==> config.mk <==
export PLATFORM = sky130hd
export DESIGN_NAME = seg7_pattern_receiver
export DESIGN_NICKNAME = d
export VERILOG_FILES = /design/src/rtl/seg7_pkg.sv /design/src/rtl/seg7_stable_filter.sv /design/src/rtl/seg7_pattern_receiver.sv
export SDC_FILE = /design/constraint.sdc
export NUM_CORES = 1
export LEC_CHECK = 0
export BUFFER_PORTS_ARGS = -buffer_cell sky130_fd_sc_hd__buf_4
export CAP_MARGIN = 0
export CORE_UTILIZATION = 55
export CTS_BUF_LIST = sky130_fd_sc_hd__clkbuf_4 sky130_fd_sc_hd__clkbuf_8
export DETAILED_ROUTE_END_ITERATION = 12
export PLACE_DENSITY_LB_ADDON = 0.25
export SYNTH_ARGS = -nofsm -noshare
export SYNTH_HDL_FRONTEND = slang
export SYNTH_HIERARCHICAL = 1
export SYNTH_SLANG_ARGS = --single-unit
export TNS_END_PERCENT = 1
==> constraint.sdc <==
create_clock -name clk -period 2.6 [get_ports clk]
set_clock_uncertainty 0.05 [all_clocks]
set_input_delay 0.52 -clock clk [delete_from_list [all_inputs] [get_ports clk]]
set_output_delay 0.52 -clock clk [all_outputs]
set_load 0.01 [all_outputs]
==> src/rtl/seg7_pkg.sv <==
// Shared 7-segment glyph definitions (gfedcba, dp excluded) and the glyph-to-hex decoder.
// Also used by the display drivers, so keep the encodings in sync with them.
package seg7_pkg;

    typedef enum logic [1:0] {IDLE, SETTLING, LOCKED} seg7_state_t;

    localparam logic [6:0] SEG_BLANK = 7'h00;
    localparam logic [6:0] SEG_0 = 7'h3F;
    localparam logic [6:0] SEG_1 = 7'h06;
    localparam logic [6:0] SEG_2 = 7'h5B;
    localparam logic [6:0] SEG_3 = 7'h4F;
    localparam logic [6:0] SEG_4 = 7'h66;
    localparam logic [6:0] SEG_5 = 7'h6D;
    localparam logic [6:0] SEG_6 = 7'h7D;
    localparam logic [6:0] SEG_7 = 7'h07;
    localparam logic [6:0] SEG_8 = 7'h7F;
    localparam logic [6:0] SEG_9 = 7'h6F;
    localparam logic [6:0] SEG_A = 7'h77;
    localparam logic [6:0] SEG_B = 7'h7C;
    localparam logic [6:0] SEG_C = 7'h39;
    localparam logic [6:0] SEG_D = 7'h5E;
    localparam logic [6:0] SEG_E = 7'h79;
    localparam logic [6:0] SEG_F = 7'h71;

    // Returns {err, nibble}; unknown patterns decode to err=1, nibble=0.
    function automatic logic [4:0] seg7_to_hex(input logic [6:0] seg);
        logic [4:0] res;
        res = 5'h10;
        case (seg)
            SEG_0: res = 5'h00;
            SEG_1: res = 5'h01;
            SEG_2: res = 5'h02;
            SEG_3: res = 5'h03;
            SEG_4: res = 5'h04;
            SEG_5: res = 5'h05;
            SEG_6: res = 5'h06;
            SEG_7: res = 5'h07;
            SEG_8: res = 5'h08;
            SEG_9: res = 5'h09;
            SEG_A: res = 5'h0A;
            SEG_B: res = 5'h0B;
            SEG_C: res = 5'h0C;
            SEG_D: res = 5'h0D;
            SEG_E: res = 5'h0E;
            SEG_F: res = 5'h0F;
            default: res = 5'h10;
        endcase
        return res;
    endfunction

endpackage

==> src/rtl/seg7_stable_filter.sv <==
// Glitch filter for the segment bus: a new pattern must be sampled on STABLE_CYCLES+1
// consecutive edges before a single-cycle accept is raised for it.
module seg7_stable_filter
    import seg7_pkg::*;
#(
    parameter int STABLE_CYCLES = 4
) (
    input  logic       clk,
    input  logic       rst,
    input  logic [7:0] seg_in,
    output logic       accept,
    output logic [7:0] pattern
);

    localparam logic [7:0] LAST_CNT = 8'(STABLE_CYCLES - 1);

    seg7_state_t state_reg, state_next;
    logic [7:0]  sample_reg;
    logic [7:0]  cnt_reg, cnt_next;
    logic [7:0]  last_reg, last_next;
    logic        last_valid_reg, last_valid_next;

    logic blank, same, repeat_last, window_done;

    assign blank       = (seg_in[6:0] == SEG_BLANK);
    assign same        = (seg_in == sample_reg);
    assign repeat_last = last_valid_reg && (seg_in == last_reg);
    assign window_done = same && (cnt_reg == LAST_CNT);
    assign pattern     = seg_in;

    always_ff @(posedge clk) begin
        if (rst) begin
            state_reg      <= IDLE;
            sample_reg     <= 8'h00;
            cnt_reg        <= 8'h00;
            last_reg       <= 8'h00;
            last_valid_reg <= 1'b0;
        end else begin
            state_reg      <= state_next;
            sample_reg     <= seg_in;
            cnt_reg        <= cnt_next;
            last_reg       <= last_next;
            last_valid_reg <= last_valid_next;
        end
    end

    // cnt_reg counts matching edges after the first sighting of the pattern.
    always_comb begin
        state_next      = state_reg;
        cnt_next        = cnt_reg;
        last_next       = last_reg;
        last_valid_next = last_valid_reg;
        if (blank) begin
            state_next      = IDLE;
            cnt_next        = 8'h00;
            last_valid_next = 1'b0;
        end else begin
            case (state_reg)
                IDLE: begin
                    state_next = SETTLING;
                    cnt_next   = 8'h00;
                end
                SETTLING: begin
                    if (!same) begin
                        cnt_next = 8'h00;
                    end else if (window_done) begin
                        state_next      = LOCKED;
                        last_next       = seg_in;
                        last_valid_next = 1'b1;
                    end else begin
                        cnt_next = cnt_reg + 8'h01;
                    end
                end
                LOCKED: begin
                    if (!same) begin
                        state_next = SETTLING;
                        cnt_next   = 8'h00;
                    end
                end
                default: begin
                    state_next = IDLE;
                    cnt_next   = 8'h00;
                end
            endcase
        end
    end

    always_comb begin
        accept = 1'b0;
        if (state_reg == SETTLING && !blank && window_done && !repeat_last)
            accept = 1'b1;
    end

endmodule

==> src/rtl/seg7_pattern_receiver.sv <==
// Segment-bus receiver: filters the bus, decodes accepted glyphs to hex and offers
// them on a one-entry valid/ready output register with overflow flag and delivery count.
module seg7_pattern_receiver
    import seg7_pkg::*;
#(
    parameter int STABLE_CYCLES = 4,
    parameter int COUNT_W       = 8
) (
    input  logic               clk,
    input  logic               rst,
    input  logic [7:0]         seg_in,
    output logic               sym_valid,
    input  logic               sym_ready,
    output logic [3:0]         sym_data,
    output logic               sym_dp,
    output logic               sym_err,
    output logic               overflow,
    output logic [COUNT_W-1:0] sym_count
);

    logic       accept;
    logic [7:0] pattern;
    logic [4:0] decoded;

    logic               sym_valid_reg;
    logic [3:0]         sym_data_reg;
    logic               sym_dp_reg;
    logic               sym_err_reg;
    logic               overflow_reg;
    logic [COUNT_W-1:0] sym_count_reg;

    seg7_stable_filter #(
        .STABLE_CYCLES(STABLE_CYCLES)
    ) u_filter (
        .clk    (clk),
        .rst    (rst),
        .seg_in (seg_in),
        .accept (accept),
        .pattern(pattern)
    );

    assign decoded = seg7_to_hex(pattern[6:0]);

    always_ff @(posedge clk) begin
        if (rst) begin
            sym_valid_reg <= 1'b0;
            sym_data_reg  <= 4'h0;
            sym_dp_reg    <= 1'b0;
            sym_err_reg   <= 1'b0;
            overflow_reg  <= 1'b0;
            sym_count_reg <= '0;
        end else if (accept) begin
            // The register frees up on the same edge it transfers, so a
            // simultaneous accept is loaded rather than dropped.
            if (!sym_valid_reg || sym_ready) begin
                sym_valid_reg <= 1'b1;
                sym_data_reg  <= decoded[3:0];
                sym_err_reg   <= decoded[4];
                sym_dp_reg    <= pattern[7];
                sym_count_reg <= sym_count_reg + 1'b1;
            end else begin
                overflow_reg <= 1'b1;
            end
        end else if (sym_valid_reg && sym_ready) begin
            sym_valid_reg <= 1'b0;
        end
    end

    assign sym_valid = sym_valid_reg;
    assign sym_data  = sym_data_reg;
    assign sym_dp    = sym_dp_reg;
    assign sym_err   = sym_err_reg;
    assign overflow  = overflow_reg;
    assign sym_count = sym_count_reg;

endmodule

* Word-level counts from Yosys, hierarchy flattened
Cells that the tools add are included.
** Operators by class
- $add $sub $neg :: 2
- Equality and inequality tests :: 26
- Multiplexer cells :: 13
- Bitwise logic cells :: 2
- Reductions and logical operators :: 21
** Operator list (count)
- 7-bit equality test (second input constant) :: 12
- 5-bit one-hot mux with 16 select lines :: 1
- 8-bit 2-to-1 mux :: 3
- 8-bit by 1-bit adder with 8-bit output (second input constant) :: 2
- 8-bit equality test :: 2
- 8-bit one-hot mux with 2 select lines :: 1
- 7-bit by 3-bit equality test with 1-bit output (second input constant) :: 2
- 7-bit by 6-bit equality test with 1-bit output (second input constant) :: 2
- 8-bit by 2-bit equality test with 1-bit output (second input constant) :: 1
- 2-bit AND reduction :: 4
- 7-bit zero test :: 1
- 1-bit logical AND :: 6
- 2-bit 2-to-1 mux :: 3
- 2-bit by 1-bit inequality test with 1-bit output (second input constant) :: 3
- 2-bit one-hot mux with 3 select lines :: 1
- 3-bit AND reduction :: 2
- 1-bit 2-to-1 mux :: 4
- 4-bit AND reduction :: 1
- 1-bit zero test :: 3
- 3-bit inequality test (second input constant) :: 1
- 2-bit by 1-bit equality test with 1-bit output (second input constant) :: 1
- 2-bit equality test (second input constant) :: 1
- 2-bit zero test :: 1
- 2-bit inequality test (second input constant) :: 1
- other kinds (4) :: 5
** Word-level totals
- Register bits :: 43
- Input port bits :: 11
- Output and inout bits :: 16

* Depth between registers and ports, before layout
- Depth in word-level cells :: 8
- Mapped depth :: 10

* By module
The synthesis kept the hierarchy.
** Modules (own cells, without submodules)
- seg7_stable_filter :: times used 1, cells an instance 138, area each 1347.5 um^2, sequential area each 540.5 um^2
- seg7_pattern_receiver :: times used 1, cells an instance 128, area each 1059.8 um^2, sequential area each 320.3 um^2

* Worst setup path after synthesis
No wires, ideal clock.
- Path type :: in2reg
- Start :: input port seg_in[4]
- End :: register sym_err_reg (netlist: sym_err)
- Library setup time :: 0.059 ns
- Arrival :: 2.353 ns
- Slack :: 0.138 ns
- Stages :: 8
- Cell sequence :: xnor2_1 -> nand4_2 -> nor2_1 -> nor4b_1 -> clkbuf_1 -> nand2_1 -> nor4_2 -> a31o_1
** Between the ends
- Longest elaborated chain between the ends :: 7
** Ends and longest elaborated chain
- start: declaration :: RTL line seg7_pattern_receiver.sv:11 : input logic [7:0] seg_in,
- 7-bit zero test :: RTL line seg7_stable_filter.sv:25 : assign blank = (seg_in[6:0] == SEG_BLANK);
- 1-bit zero test :: RTL line seg7_stable_filter.sv:90 : if (state_reg == SETTLING && !blank && window_done && !repeat_last)
- 1-bit logical AND (2 in a row) :: RTL line seg7_stable_filter.sv:90
- 1-bit logical AND (*) :: RTL line seg7_stable_filter.sv:90
- 1-bit 2-to-1 mux (*) :: RTL line seg7_stable_filter.sv:90
- via accept :: RTL line seg7_pattern_receiver.sv:21 : logic accept;
- 2-bit AND reduction (no line) (*)
- end signal: assignment :: RTL line seg7_pattern_receiver.sv:58 : sym_err_reg <= decoded[4];
- end: declaration :: RTL line seg7_pattern_receiver.sv:28 : logic sym_err_reg;
The timed path passes the listed nets; every way through them passes the cells marked *.
A chain may end at the register's enable or synchronous reset.

* Worst setup path in the final report
- Start :: register u_filter.cnt_reg[0]
- End :: register sym_err_reg (netlist: sym_err)
** Between the ends
- Longest elaborated chain between the ends :: 6
** Ends and longest elaborated chain
- start: declaration :: RTL line seg7_stable_filter.sv:19 : logic [7:0] cnt_reg, cnt_next;
- start signal: assignment :: RTL line seg7_stable_filter.sv:41 : cnt_reg <= cnt_next;
- 8-bit by 2-bit equality test with 1-bit output :: RTL line seg7_stable_filter.sv:28 : assign window_done = same && (cnt_reg == LAST_CNT);
- 1-bit logical AND :: RTL line seg7_stable_filter.sv:28
- 1-bit logical AND (2 in a row) :: RTL line seg7_stable_filter.sv:90
- 1-bit 2-to-1 mux :: RTL line seg7_stable_filter.sv:90
- via accept :: RTL line seg7_pattern_receiver.sv:21
- 2-bit AND reduction (no line)
The timed path passes the listed nets, and every way through them passes these cells.

==> results.md <==
- Starting Density: 0.585
- Ys async rst share: 0
- F_max: 0.418 GHz
- Clk root buf: clkbuf_8
- Die height: 68.2 um
- Synth Flop Type: dfxtp_1
- Post-Synth Simple-Gate Area: 0.284
- Pins Over Slew Limit: 0
- Remaining DRCs: 0
- Nets@finish: 301
- WP data arrival: 2580 ps
- Mux contribution to synthesized area: 0.0249
- Busiest grt layer: met2
- Worst-margin pin slew: 560 ps
- Routed WL: 4.84 mm
- Post-synthesis compound-gate area fraction: 0.144
- Status: finished, final reports clean
- Startpoint type of the worst setup path: flop
- Core area: 0.00412 mm^2
- CP bufs+invs: 1
- First-pass GRT wire length: 7.89 mm
- Vias: ~1900
- Core Rows: 23
- PortBufs: 26
- CTS Buffer Depth: 2
- CTS tree: done
- Number of global-route vias before repair: around 1800
- Syn Nets: 279
- CP peak stage delay: between 300 and 400 ps
- Worst-path maximum fanout: 9
- R2R depth: 8
- Share of cells above drive strength 1: 0.218
- Tmin final: about 2400 ps
- Post-CTS Setup Bufs: 0
- Worst path depth: 8
- Total congestion overflow: 0
- Met3 Use GR: 0.0467
- H-Tree Depth: 2
- Ports: 27
- DR pass1 iterations: 4
- Synthesized area per cell: 9.05 um^2
- CTS Buf Count: 5
- Post-synthesis adder-cell area fraction: 0.0104
- Gpl congestion: about 0.85
- GRT Overall Usage: 0.226
- Worst path slowest cell: dfxtp_1
- CP endpoint kind: flop
- Peak supply drop: approximately 420 uV
- Routed wire length per instance: 14.3 um
- Final Hold Fails: 0
- Fin util: 0.648
- Antenna viol nets, final: 0
- Post-synth EDFFs: 0
- Crit-path cells: ha_1, nor4b_2, nand3_2, nor4b_1, buf_4, nand2_1, nor4_2, a31o_1
- Die width: about 68 um
- ANT cells: 0
- Relative slew slack: 0.627
- Power per cell area: approximately 470 mW/mm^2
- Post-Synth XOR/XNOR Area: 0.0910
- Sequential area share after synthesis: 0.358
- Met2 GRT Util: 0.358
- Initial antenna violation count: 0
- Largest net degree at the start of global routing: 31
- Clk slew on worst S/H paths: 80 ps
- Clock sinks: between 40 and 50
- Worst Setup Path Type: reg -> reg
- Leakage power: approximately 0.0010 uW
- Placed Instance Area: about 0.0026 mm^2
- Endpoints failing setup: 0
- Syn. warnings: 6
- RSZ-0062 raised after global routing: no
- Initial DRC Count: 230
- CP Data Required Time: 2790 ps
- Met1 Track Usage GR: 0.294
- Die area: around 0.0046 mm^2
- Hold-critical path depth: 2
- Number of synthesized register bits: 43
- Mapped cell area: between 0.002 and 0.0025 mm^2
- Period utilization: 0.920
- Netlist cell types: 59
- Worst-skew pair later-pin latency: between 200 and 300 ps
- Final instance area: 0.00267 mm^2
- Number of max-cap violations: 0
- P&R area growth vs syn: 10.8%
- Largest family of logic cells by synthesized area: simple AND/OR/NAND/NOR gates
- Top Family by Delay on Critical Path: simple AND/OR/NAND/NOR gates
- Vias per cell: 5.66
- Setup TNS: 0 ps
- Post-DP HPWL: 3.37 mm
- Worst min-delay path category: reg -> reg
- Post-Synthesis Cells: 266
==> worst register-to-register path: stages (launching register included) <==
cell and delay, ps:
dfxtp_1 360, ha_1 210, nor4b_2 320, nand3_2 170
nor4b_1 320, buf_4 220, nand2_1 160, nor4_2 350
a31o_1 180
==> final timing paths <==
path	startpoint	to	slack [ps]
min	sym_dp	sym_dp	410
max	u_filter/cnt_reg[0]	sym_err	210
min reg2reg	sym_dp	sym_dp	410
max reg2reg	u_filter/cnt_reg[0]	sym_err	210
==> where the power goes <==
part | switching [uW] | internal (uW) | leakage (uW)
clock network | 223 | 253 | 0.0000549
registers | 3.55 | 665 | 0.000349
logic | 69.0 | 51.7 | 0.000641
==> synth_stat cells, drive strengths merged (3+ instances only) <==
| cell type | n | area, um^2 |
|---|---|---|
| nand2b | 6 | 37.5 |
| a21oi | 11 | 55.1 |
| xnor2 | 16 | 140 |
| nand2 | 20 | 75.1 |
| xor2 | 9 | 78.8 |
| o211ai | 3 | 22.5 |
| o21ai | 11 | 55.1 |
| dfxtp | 43 | 861 |
| and3 | 9 | 60.1 |
| mux2i | 6 | 60.1 |
| or3 | 4 | 25.0 |
| nand3b | 3 | 22.5 |
| inv | 6 | 22.5 |
| nand4 | 9 | 68.8 |
| nor3 | 6 | 41.3 |
| nor2b | 10 | 62.6 |
| and2 | 3 | 18.8 |
| nor4b | 3 | 32.5 |
| nor2 | 22 | 82.6 |
| clkbuf | 10 | 97.6 |
| nand3 | 7 | 35.0 |
| a31oi | 3 | 18.8 |
| nor4 | 5 | 43.8 |
| buf | 12 | 91.3 |
==> area by class of cell <==
type                       instances  area (um^2)
clock buffer                       8          104
tap                               50         62.6
multi-input combinational        195         1340
sequential                        43          861
timing repair buffer              37          278
inverter                           6         22.5
fill                             348         1450
==> cell families (layout without fill, tap and decap cells) <==
logic type	count (synthesis)	count (layout)
XOR/XNOR	25	25
adder cells (fa/ha/maj)	2	2
buffers and inverters	28	51
flip-flops	43	43
AO/OA/AOI/OAI	47	47
AND/OR/NAND/NOR	115	115
multiplexers	6	6
==> metal layers <==
layer  part of all wire  wire length, um
met4              0.023              112
met3              0.037              181
met5                  0                0
met2               0.46             2220
met1               0.48             2320
==> cells in the final DEF, fill, tap and decap left out, drive strengths merged, types with 3 or more instances in the layout <==
cell type  Yosys  final
nand3          7      7
xnor2         16     16
mux2i          6      6
nand2         20     20
nand4          9      9
nor3           6      6
dfxtp         43     43
nor4b          3      3
o21ai         11     11
a21oi         11     11
nor4           5      5
nand2b         6      6
buf           12     37
and2           3      3
nor2          22     22
nand3b         3      3
xor2           9      9
or3            4      4
o211ai         3      3
inv            6      6
nor2b         10     10
and3           9      9
clkbuf        10      8
a31oi          3      3
==> stage by stage <==
stage	total power, uW	hold slack [ps]	setup WS [ps]	instances
floorplan	778	379	138	266
global placement	803	393	182	331
detailed placement	804	404	140	331
CTS	1280	416	183	339
global route	1320	443	14.9	339
finish	1270	413	209	339
==> timing repair <==
| item | in CTS | in global routing |
|---|---|---|
| resized for setup | 0 | 1 |
| endpoints found under the setup margin | 0 | 4 |
| hold buffers | 0 | 0 |
Power figures use the tool's default switching activity.
